==> src/rtl/coin_change_dispenser.sv <==
// rtl/coin_change_dispenser.sv - greedy quarter/dime/nickel change payout with
// per-coin exit-sensor confirmation, hopper inventory tracking and jam detection.
module coin_change_dispenser #(
  parameter int TIMEOUT = 1000,
  parameter int TW      = 16
) (
  input  logic       clk,
  input  logic       rst,
  input  logic       req_valid,
  output logic       req_ready,
  input  logic [8:0] change_amt,
  input  logic       load_inv,
  input  logic [4:0] inv_q_in,
  input  logic [4:0] inv_d_in,
  input  logic [4:0] inv_n_in,
  input  logic       coin_seen,
  input  logic       clear_fault,
  output logic       eject_q,
  output logic       eject_d,
  output logic       eject_n,
  output logic       busy,
  output logic       done,
  output logic [4:0] disp_q,
  output logic [4:0] disp_d,
  output logic [4:0] disp_n,
  output logic [8:0] shortfall,
  output logic       jam,
  output logic [4:0] inv_q,
  output logic [4:0] inv_d,
  output logic [4:0] inv_n
);

  typedef enum logic [2:0] {
    IDLE       = 3'd0,
    SELECT     = 3'd1,
    EJECT      = 3'd2,
    WAIT_SENSE = 3'd3,
    DONE       = 3'd4,
    FAULT      = 3'd5
  } state_t;

  localparam logic [1:0] COIN_Q = 2'd0;
  localparam logic [1:0] COIN_D = 2'd1;
  localparam logic [1:0] COIN_N = 2'd2;

  // Timer holds TIMEOUT-2 in the last waiting cycle, so jam rises TIMEOUT cycles after the eject.
  localparam logic [TW-1:0] T_LAST = TW'(TIMEOUT - 2);
  localparam logic [TW-1:0] T_ONE  = TW'(1);

  state_t        state, next_state;
  logic [1:0]    sel, pick;
  logic          pick_ok;
  logic [8:0]    remaining;
  logic [8:0]    coin_val;
  logic [TW-1:0] timer;
  logic          accept;
  logic          expired;

  assign accept  = (state == IDLE) && req_valid && req_ready;
  assign expired = (timer == T_LAST);

  always_comb begin
    pick_ok = 1'b1;
    pick    = COIN_Q;
    if (remaining >= 9'd25 && inv_q != 5'd0) begin
      pick = COIN_Q;
    end else if (remaining >= 9'd10 && inv_d != 5'd0) begin
      pick = COIN_D;
    end else if (remaining >= 9'd5 && inv_n != 5'd0) begin
      pick = COIN_N;
    end else begin
      pick_ok = 1'b0;
    end
  end

  always_comb begin
    coin_val = 9'd5;
    case (sel)
      COIN_Q:  coin_val = 9'd25;
      COIN_D:  coin_val = 9'd10;
      default: coin_val = 9'd5;
    endcase
  end

  always_comb begin
    next_state = state;
    case (state)
      IDLE:       if (accept) next_state = SELECT;
      SELECT:     next_state = pick_ok ? EJECT : DONE;
      EJECT:      next_state = WAIT_SENSE;
      WAIT_SENSE: begin
        if (coin_seen) next_state = SELECT;
        else if (expired) next_state = FAULT;
      end
      DONE:       next_state = IDLE;
      FAULT:      if (clear_fault) next_state = IDLE;
      default:    next_state = IDLE;
    endcase
  end

  always_ff @(posedge clk or posedge rst) begin
    if (rst) state <= IDLE;
    else     state <= next_state;
  end

  // Status outputs are registered from next_state so they line up with the state they describe.
  always_ff @(posedge clk or posedge rst) begin
    if (rst) begin
      req_ready <= 1'b1;
      busy      <= 1'b0;
      done      <= 1'b0;
      jam       <= 1'b0;
      eject_q   <= 1'b0;
      eject_d   <= 1'b0;
      eject_n   <= 1'b0;
    end else begin
      req_ready <= (next_state == IDLE);
      busy      <= (next_state != IDLE);
      done      <= (next_state == DONE);
      jam       <= (next_state == FAULT);
      eject_q   <= (next_state == EJECT) && (pick == COIN_Q);
      eject_d   <= (next_state == EJECT) && (pick == COIN_D);
      eject_n   <= (next_state == EJECT) && (pick == COIN_N);
    end
  end

  always_ff @(posedge clk or posedge rst) begin
    if (rst) begin
      sel       <= COIN_Q;
      remaining <= 9'd0;
      timer     <= '0;
      disp_q    <= 5'd0;
      disp_d    <= 5'd0;
      disp_n    <= 5'd0;
      shortfall <= 9'd0;
      inv_q     <= 5'd0;
      inv_d     <= 5'd0;
      inv_n     <= 5'd0;
    end else begin
      case (state)
        IDLE: begin
          if (accept) begin
            remaining <= change_amt;
            disp_q    <= 5'd0;
            disp_d    <= 5'd0;
            disp_n    <= 5'd0;
            shortfall <= 9'd0;
          end else if (load_inv && !req_valid) begin
            inv_q <= inv_q_in;
            inv_d <= inv_d_in;
            inv_n <= inv_n_in;
          end
        end
        SELECT: begin
          if (pick_ok) sel <= pick;
          else         shortfall <= remaining;
        end
        EJECT: timer <= '0;
        WAIT_SENSE: begin
          timer <= timer + T_ONE;
          if (coin_seen) begin
            remaining <= remaining - coin_val;
            case (sel)
              COIN_Q: begin
                inv_q  <= inv_q - 5'd1;
                disp_q <= disp_q + 5'd1;
              end
              COIN_D: begin
                inv_d  <= inv_d - 5'd1;
                disp_d <= disp_d + 5'd1;
              end
              default: begin
                inv_n  <= inv_n - 5'd1;
                disp_n <= disp_n + 5'd1;
              end
            endcase
          end else if (expired) begin
            shortfall <= remaining;
          end
        end
        default: ;
      endcase
    end
  end

endmodule

==> config.mk <==
export PLATFORM = sky130hd
export DESIGN_NAME = coin_change_dispenser
export DESIGN_NICKNAME = d
export VERILOG_FILES = /design/src/rtl/coin_change_dispenser.sv
export SDC_FILE = /design/constraint.sdc
export NUM_CORES = 1
export LEC_CHECK = 0
export CAP_MARGIN = 10
export CORE_MARGIN = 8
export CORE_UTILIZATION = 50
export DETAILED_ROUTE_END_ITERATION = 10
export GPL_TIMING_DRIVEN = 0
export PLACE_DENSITY = 0.76
export SKIP_LAST_GASP = 1
export SLEW_MARGIN = 25
export SYNTH_ARGS = -nofsm -noshare
export SYNTH_HDL_FRONTEND = slang
export SYNTH_SLANG_ARGS = --single-unit
==> constraint.sdc <==
create_clock -name clk -period 3.2 [get_ports clk]
set_clock_uncertainty 0.2 [all_clocks]
set_input_delay 0.48 -clock clk [delete_from_list [all_inputs] [get_ports clk]]
set_output_delay 0.48 -clock clk [all_outputs]
set_load 0.02 [all_outputs]
==> impl_metrics.yaml, run 1 <==
run_status:
  status: "finished, final reports clean"
final_layout:
  final_nets: 605
  final_layout_size_suffix_gt1_share_pct: 7.45
  fin_util_pct: 64.9
  syn_to_final_growth_pct: 25.4
  antenna_cells: 0
route:
  ant_nets: 0
  drtPass1Iterations: 4
  vias: 3739
  drt-total-wl_um: 10600
  wire_per_inst_um: 15.8
  dr.first_iter.drc_count: 139
  drc_errors: 0
  viasPerCell: 5.59
clock_tree:
  cts.path.max_buffers: 2
  cts_inserted_buffers: 9
  clkTransAtPathRegs_ns: 0.09
  cts-htree-levels: 3
  clk_latency_ns: 0.35
  postCtsSetupRepairBufs: 0
  cts_resized: 0
  cts_sinks: 76
  cts_tree: "done"
  clockRootBuffer: "clkbuf_8"
  cts-hold-fix-buffers: 0
timing:
  hold_viol: 0
  fmax_mhz: 370
  hold_ws_ns: 0.286
  rsz0062_at_grt: "false"
  finalSetupViolCount: 0
  max_slew_margin_pct: 45.2
  tightest_slew_ns: 0.822
  slew_viol_final: 0
  fin_crit_ns: 2.70
  finalCritPeriodShare_pct: 84.4
grt:
  grt_max_degree: 47
  grt_use_total_pct: 18.4
  grt_pass1_wl_um: 17400
  grt_pass1_vias: 3620
  grt.overflow.total: 0
  antenna_found_initial: 0
setup_path:
  path_cells: "inv_1 -> nand2_1 -> ha_1 -> fa_1 -> nor2b_1 -> o21ai_0 -> a21boi_0 -> or2_2 -> o32ai_1 -> a21oi_1"
  max_stage_delay_ns: 0.44
  cp_slowest_cell: "dfrtp_1"
  ff2ff_setup_slack_ns: 0.50
  r2r_cells: 10
  end_kind: "flip-flop"
  crit_fanout: 5
  required_ns: 3.28
  r2r_start: "sel[1]"
  arrival_ns: 2.78
  cp-start-kind: "flip-flop"
  regToRegEndpoint: "remaining[6]"
  critPathKind: "reg2reg"
placed_design:
  portBuffers: 75
  gp_congestion: 0.878
  dp_hpwl_um: 7910
floorplanning:
  die_height_um: 108
  dieWidth_um: 108
  start_util_pct: 51.8
  rows: 33
  pin_count: 76
  core-area_sq_mm: 0.00822
  die-area_sq_mm: 0.0117
pwr:
  power_density_mw_per_mm2: 991
  pwr-share-seq_pct: 31.4
  p_leak_nw: 2.28
  p_int_w: 0.00283
  swShare_pct: 46.5
  p_comb_share_pct: 56.5
  clkPwrFrac_pct: 12.1
  power.switching_w: 0.00246
  irDropWorstVdd_mv: 0.537
synthesis:
  yosys_warnings: 0
  synth_edf_count: 0
  synthesis.area_sq_mm: 0.00425
  async_flop_share_pct: 100
  synth_top_flop_cell: "dfrtp_1"
  synthCells: 472
  yosys.cell_types.count: 55
  avgSynthCellArea_sq_um: 9.01
  synth-seq-cells: 76
  synth_nets: 518
  ys_seq_area_share_pct: 44.7
run:
  maxCapViolCount: 0
min_path:
  hold_path_class: "in2async"
-- power by group through the flow --
stage	registers, W	logic, W	clock network (W)
floorplan	0.00185	0.00178	0
global placement	0.00165	0.00290	0
detailed placement	0.00167	0.00298	0
CTS	0.00165	0.00300	0.000659
global route	0.00171	0.00330	0.000698
finish	0.00166	0.00299	0.000641
-- cell type report --
class	count	area [sq um]
inverters	37	141
repair buffers	76	778
multi-input cells	339	2110
fillers	717	2880
well taps	105	131
flip-flops and latches	76	1900
plain buffers	20	98.8
clock inverters	6	41.3
clock buffers	10	128
-- sequential cells by signal, indices dropped and copies added (netlist names) --
signal and flops:
disp_d 5, disp_q 5, remaining 9, done 1, inv_d 5, busy 1
inv_q 5, timer 16, eject_q 1, sel 2, eject_n 1, state 3
shortfall 9, inv_n 5, req_ready 1, eject_d 1, jam 1, disp_n 5
-- routing by layer --
metal	part of all wire [%]	vias to the layer above	global-route usage [%]	wire length [um]
li1	-	1844	-	-
met1	45	1793	22.9	4760
met2	49	90	30.7	5140
met3	4.9	12	3.69	515
met4	1.3	0	7.43	140
met5	0	-	0	0
-- synth_stat cells (3+ instances only) --
cell type / number / share of area (%)
a41oi_1: 3 / 0.62
nand4_1: 9 / 1.3
a21oi_1: 32 / 3.8
xor2_1: 9 / 1.9
a21boi_0: 3 / 0.53
dfrtp_1: 75 / 44
o22ai_1: 6 / 0.88
or2_1: 3 / 0.44
clkbuf_1: 10 / 0.88
nor3_1: 9 / 1.1
nand2_1: 60 / 5.3
o21ai_1: 16 / 1.9
nor2b_1: 3 / 0.44
inv_1: 36 / 3.2
nand3_1: 18 / 2.1
o21ai_0: 26 / 3.1
buf_2: 7 / 0.82
a21o_1: 5 / 0.88
mux2i_1: 12 / 2.8
nor3b_1: 4 / 0.71
ha_1: 15 / 4.4
nor2_1: 46 / 4.1
a31oi_1: 5 / 0.74
nor4b_1: 3 / 0.62
or3_1: 5 / 0.74
a2111oi_4: 3 / 1.9
o31ai_1: 8 / 1.4
or2_2: 3 / 0.44
a2111o_1: 3 / 0.79
-- cell usage in the layout, fill, tap and decap left out, types with 3 or more instances in the layout --
cell type        netlist  final
ha_1                  15     15
or2_1                  3      3
or3_1                  5      5
clkbuf_1              10     11
a2111oi_4              3      3
nand4_1                9      9
inv_1                 36     35
a41oi_1                3      3
nor2b_1                3      3
mux2i_1               12     12
clkdlybuf4s50_1        0     75
buf_2                  7      7
xor2_1                 9      9
nor3_1                 9      9
clkinvlp_4             0      3
a21boi_0               3      3
or2_2                  3      3
a21o_1                 5      5
nand2_1               60     60
clkbuf_8               0      9
a21oi_1               32     32
a31oi_1                5      5
nor4b_1                3      3
nor3b_1                4      4
o21ai_1               16     16
o22ai_1                6      6
o31ai_1                8      8
a2111o_1               3      3
dfrtp_1               75     75
nand3_1               18     18
o21ai_0               26     26
nor2_1                46     46
-- how the worst max path moves through the flow --
stage / start / to / slack, ns / cells after the start
after floorplan: rst / busy / 0.58 / 1
after global placement: rst / inv_d[2] / -0.69 / 2
after detailed placement: req_valid / remaining[0] / 0.46 / 6
after CTS: sel[1] / remaining[6] / 0.53 / 10
after global routing: sel[1] / remaining[8] / 0.24 / 10
final: sel[1] / remaining[6] / 0.50 / 10
-- worst max-delay path: cells and delay by family, from the launching register on --
family	cells	cell delay [ns]
compound gates	4	0.76
fa+ha+maj	2	0.64
simple gates	3	0.48
flops	1	0.44
buf+inv	1	0.11
-- cell families (layout without fill, tap and decap cells) --
logic type | after synthesis | in the layout | share of synthesized area [%]
adder cells (fa/ha/maj) | 16 | 16 | 4.88
multiplexers | 12 | 12 | 2.82
AO/OA/AOI/OAI | 123 | 123 | 19.3
buffers and inverters | 57 | 149 | 5.59
AND/OR/NAND/NOR | 179 | 179 | 20.9
XOR/XNOR | 9 | 9 | 1.85
flip-flops | 76 | 76 | 44.7
-- stage by stage --
step	total power [W]	setup WS, ns	instance area (sq um)	std cells	TNS [ns]
floorplan	0.00363	0.583	4250	472	0
finish	0.00529	0.500	5340	669	0
CTS	0.00531	0.530	5340	669	0
global route	0.00571	0.240	5340	669	0
global placement	0.00455	-0.694	5140	652	-51.83
detailed placement	0.00465	0.460	5170	653	0
Power figures use the tool's default switching activity.
==> run 2, diff against run 1 <==
- clock period: 3.2 -> 2.6 ns (I/O delays scaled with it)
==> run 2 against run 1 <==
Compared with the run above: clock-buffer cell count unchanged; global-route usage unchanged; register-to-register slack lost 0.36 ns; first-iteration DRC count is 0.72% higher; clock power up 23%; wire length increased by 0.21%; largest cell class unchanged; highest routed layer unchanged.
==> impl_metrics.yaml, run 2 (synthesized netlist as in run 1, its figures left out) <==
run_status:
  status: "finished, final reports clean"
route:
  drtPass1Iterations: 4
  drt-total-wl_um: 10600
  met3_length_um: 550
  vias: 3728
  wire_per_inst_um: 15.7
  viasPerCell: 5.55
  ant_nets: 0
  drc_errors: 0
  routed-wl-met2_um: 5190
  dr.first_iter.drc_count: 140
  top_layer: "met4"
  met1Wirelength_um: 4700
final_layout:
  final_layout_size_suffix_gt1_share_pct: 8.64
  max_flop_register: "timer"
  final_cell_mix: "dfrtp_1 (75), clkdlybuf4s50_1 (75), nand2_1 (59)"
  fillers: 708
  fin_util_pct: 65.4
  largest_register_ffs: 16
  reg.largest.list: "timer: 16 flops, remaining: 9 flops, shortfall: 9 flops"
  antenna_cells: 0
  final_nets: 608
  syn_to_final_growth_pct: 26.3
  final_cell_area_sq_mm: 0.00537
clock_tree:
  cts-htree-levels: 3
  clockRootBuffer: "clkbuf_8"
  cts-hold-fix-buffers: 0
  cts_tree: "done"
  cts_inserted_buffers: 9
  cts.path.max_buffers: 2
  clkTransAtPathRegs_ns: 0.09
  clk_latency_ns: 0.35
  cts_sinks: 76
min_path:
  hold_path_class: "in2async"
floorplanning:
  core-area_sq_mm: 0.00822
  die-area_sq_mm: 0.0117
  dieWidth_um: 108
  rows: 33
  pin_count: 76
  die_height_um: 108
  start_util_pct: 51.8
pwr:
  total_power_w: 0.00659
  p_leak_nw: 2.30
  irDropWorstVdd_mv: 0.660
  power_density_mw_per_mm2: 1230
setup_path:
  arrival_ns: 2.54
  critPathKind: "reg2reg"
  required_ns: 2.68
  path_cells: "inv_1 -> nand2_1 -> ha_1 -> fa_1 -> nor2b_2 -> o21ai_1 -> nand2_1 -> nor2_1 -> or3_1 -> a31oi_1"
  end_kind: "flip-flop"
  cp-start-kind: "flip-flop"
  cp_slowest_cell: "fa_1"
  critPathMostFrequentCell: "nand2_1"
  max_stage_delay_ns: 0.43
  crit_fanout: 3
grt:
  antenna_found_initial: 0
  grt_pass1_vias: 3620
  grt_max_degree: 47
  grt.overflow.total: 0
  grt_use_total_pct: 18.4
  grt_pass1_wl_um: 17400
timing:
  finalCritPeriodShare_pct: 94.4
  slew_viol_final: 0
  setup_ws_ns: 0.145
  fin_crit_ns: 2.46
  fin_tns_setup_ns: 0
  hold_viol: 0
  rsz0062_at_grt: "false"
  finalSetupViolCount: 0
  tightest_slew_ns: 0.812
  max_slew_margin_pct: 45.9
  fmax_mhz: 407
placed_design:
  placed_cell_area_sq_mm: 0.00517
  gp_congestion: 0.878
  dp_hpwl_um: 7910
  portBuffers: 75
  dpl_worst_slack_ns: -0.0583
run:
  maxCapViolCount: 0
-- run 2: area by class of cell --
class	count	area, sq um	share of cell area (%)
Multi-Input combinational cell	339	2130	39.6
Tap cell	105	131	2.45
Sequential cell	76	1900	35.4
Inverter	37	141	2.63
Clock inverter	6	41.3	0.769
Buffer	20	98.8	1.84
Clock buffer	10	128	2.38
Timing Repair Buffer	79	801	14.9
-- run 2: what timing repair did --
item | CTS | global route
gates resized for setup | 1 | 5
endpoints found under the setup margin | 2 | 33
hold endpoints to repair | 0 | 0
setup buffers | 0 | 3
-- run 2: layer usage --
layer / vias up / GRT usage [%]
li1: 1846 / -
met1: 1784 / 22.9
met3: 12 / 3.69
met2: 86 / 30.7
met4: 0 / 7.43
met5: - / 0
-- run 2: power breakdown --
group / internal [W] / switching [W]
registers: 0.00159 / 0.000448
logic: 0.00160 / 0.00216
clock network: 0.000344 / 0.000444
total: 0.00354 / 0.00305
-- run 2: final timing paths --
path | from | end | slack, ns | cells after the start
hold / removal | rst | eject_q | 0.20 | 2
max in group asynchronous | rst | req_ready | 1.38 | 3
setup / recovery | sel[1] | remaining[4] | 0.14 | 10
hold reg to reg | timer[15] | timer[15] | 0.31 | 1
setup reg to reg | sel[1] | remaining[4] | 0.14 | 10
min in group clk | timer[15] | timer[15] | 0.31 | 1
-- run 2: per-stage QoR --
step           cells  hold slack (ns)
2_1_floorplan    472            0.254
3_3_place_gp     652            0.280
3_5_place_dp     653            0.298
4_1_cts          669            0.196
5_1_grt          672            0.232
6_report         672            0.195
-- run 2: critical path: cells and delay by family (launching register included) --
| kind | cells | cell delay [ns] |
|---|---|---|
| compound gates | 2 | 0.28 |
| fa+ha+maj | 2 | 0.66 |
| flops | 1 | 0.41 |
| simple gates | 5 | 0.74 |
| buf+inv | 1 | 0.11 |
==> run 3, diff against run 2 <==
- REMOVE_ABC_BUFFERS: default -> 1
==> run 3 against run 2 <==
Compared with the run above: sequential share of layout area decreased by 0.22 points; cell count decreased by 2.2%; first-iteration DRC count increased by 16%; critical path depth decreased by 5; power increased by 3.1%; non-clock buffer count decreased by 16; clock power increased by 24%; setup slack got worse by 0.016 ns; die area unchanged; core utilization increased by 0.46 points; wire length decreased by 1.9%; critical endpoint unchanged.
==> impl_metrics.yaml, run 3 (synthesized netlist as in run 1, its figures left out) <==
pwr:
  power.switching_w: 0.00304
  irDropWorstVdd_mv: 0.579
  p_comb_share_pct: 54.4
  pwr-share-seq_pct: 31.1
  p_leak_nw: 2.30
  swShare_pct: 44.8
  p_int_w: 0.00375
  clkPwrFrac_pct: 14.5
  power_density_mw_per_mm2: 1250
floorplanning:
  dieWidth_um: 108
  start_util_pct: 51.8
  die_height_um: 108
  die-area_sq_mm: 0.0117
  core-area_sq_mm: 0.00822
  rows: 33
  pin_count: 76
setup_path:
  required_ns: 2.67
  r2r_cells: 5
  r2r_start: "state[2]"
  arrival_ns: 2.54
  path_cells: "nor2_1 -> nand2_2 -> buf_12 -> or3_1 -> a31oi_1"
  end_kind: "flip-flop"
  regToRegEndpoint: "remaining[4]"
  ff2ff_setup_slack_ns: 0.13
  startpoint: "state[2]"
  max_stage_delay_ns: 0.61
  cp_slowest_cell: "dfrtp_1"
  crit_fanout: 33
  cp-start-kind: "flip-flop"
  critPathKind: "reg2reg"
final_layout:
  final_nets: 593
  syn_to_final_growth_pct: 27.2
  fin_util_pct: 65.8
  mostFrequentLayoutCell: "clkdlybuf4s50_1"
  final_layout_size_suffix_gt1_share_pct: 9.42
  final_cell_mix: "clkdlybuf4s50_1 (75), dfrtp_1 (74), nand2_1 (58)"
  max_flop_register: "timer"
  reg.largest.list: "timer: 16 flops, remaining: 9 flops, shortfall: 9 flops"
  antenna_cells: 0
  largest_register_ffs: 16
min_path:
  hold_path_class: "in2async"
timing:
  hold_viol: 0
  finalSetupViolCount: 0
  setup_ws_ns: 0.129
  slew_viol_final: 0
  rsz0062_at_grt: "true"
  fin_crit_ns: 2.47
  fmax_mhz: 405
  finalCritPeriodShare_pct: 95.0
  max_slew_margin_pct: 53.3
  tightest_slew_ns: 0.698
grt:
  grt.overflow.total: 0
  grt_use_total_pct: 18.1
  antenna_found_initial: 0
  grt_max_degree: 40
  grt_pass1_wl_um: 17300
  grt_pass1_vias: 3646
clock_tree:
  cts-htree-levels: 3
  clk_latency_ns: 0.36
  cts_tree: "done"
  clockRootBuffer: "clkbuf_8"
  cts_inserted_buffers: 9
  cts.path.max_buffers: 2
  clkTransAtPathRegs_ns: 0.09
  cts-hold-fix-buffers: 0
  cts_sinks: 76
placed_design:
  portBuffers: 75
  gp_congestion: 0.821
  dpl_worst_slack_ns: -0.174
  dp_hpwl_um: 7400
route:
  dr.first_iter.drc_count: 163
  ant_nets: 0
  drt-total-wl_um: 10400
  viasPerCell: 5.57
  vias: 3658
  drc_errors: 0
  wire_per_inst_um: 15.8
  drtPass1Iterations: 4
run_status:
  status: "finished, final reports clean"
run:
  maxCapViolCount: 0
run 3: changes by cell type in the layout (fill, tap and decap cells not counted), moves of 2 or more:
| cell | change |
|---|---|
| buf_6 | -2 |
| buf_4 | +2 |
| nor2_4 | +2 |
| buf_12 | +3 |
| inv_1 | -2 |
| buf_2 | -7 |
| clkbuf_1 | -11 |
| bufinv_16 | +2 |
run 3: what timing repair did:
| item | 4_1_cts | 5_1_grt |
|---|---|---|
| gates cloned | 1 | 0 |
| setup endpoints to repair | 12 | 31 |
| gates resized for setup | 3 | 10 |
| pin swaps | 1 | 2 |
| setup buffers | 0 | 6 |
run 3: how the worst max path moves through the flow:
stage | end | slack, ns | cells after the start
6_report | remaining[4] | 0.13 | 5
5_1_grt | remaining[6] | 0.003 | 10
4_1_cts | timer[14] | 0.004 | 5
3_5_place_dp | remaining[6] | -0.17 | 5
3_3_place_gp | shortfall[6] | -1.20 | 2
2_1_floorplan | busy | 0.07 | 1
run 3: critical path, delay by kind of cell, from the launching register on:
| family | cells | cell delay (ns) |
|---|---|---|
| AO/OA/AOI/OAI | 1 | 0.16 |
| buffers and inverters | 1 | 0.26 |
| flip-flops | 1 | 0.61 |
| AND/OR/NAND/NOR | 3 | 1.15 |
run 3: power groups by stage:
stage	Clock (W)	Combinational, W	Sequential, W
3_5_place_dp	0	0.00351	0.00211
2_1_floorplan	0	0.00203	0.00232
6_report	0.000982	0.00369	0.00211
5_1_grt	0.00106	0.00410	0.00218
3_3_place_gp	0	0.00334	0.00209
4_1_cts	0.000995	0.00356	0.00209
run 3: area by class of cell:
class                   count  area, sq um
flip-flops and latches     76         1900
multi-input cells         340         2170
well taps                 105          131
clock buffers               9          124
clock inverters             7         91.3
inverters                  37          145
repair buffers             83          848
fillers                   638         2810
run 3: metal layers:
layer | vias up | track usage (%) | share of wire, % | wire length [um]
met3 | 14 | 3.33 | 5.2 | 542
li1 | 1823 | - | - | -
met4 | 0 | 6.84 | 1.3 | 140
met2 | 91 | 29.8 | 49 | 5080
met5 | - | 0 | 0 | 0
met1 | 1730 | 23.3 | 44 | 4620
run 3: stage by stage:
stage / hold slack [ns] / std cells / total power [W] / cell area, sq um / TNS, ns
after CTS: 0.231 / 651 / 0.00665 / 5320 / 0
final: 0.213 / 657 / 0.00679 / 5410 / 0
after global placement: 0.286 / 632 / 0.00542 / 5040 / -102.66
after detailed placement: 0.303 / 634 / 0.00562 / 5090 / -0.927
after floorplan: 0.254 / 452 / 0.00435 / 4160 / 0
after global routing: 0.253 / 657 / 0.00734 / 5410 / 0
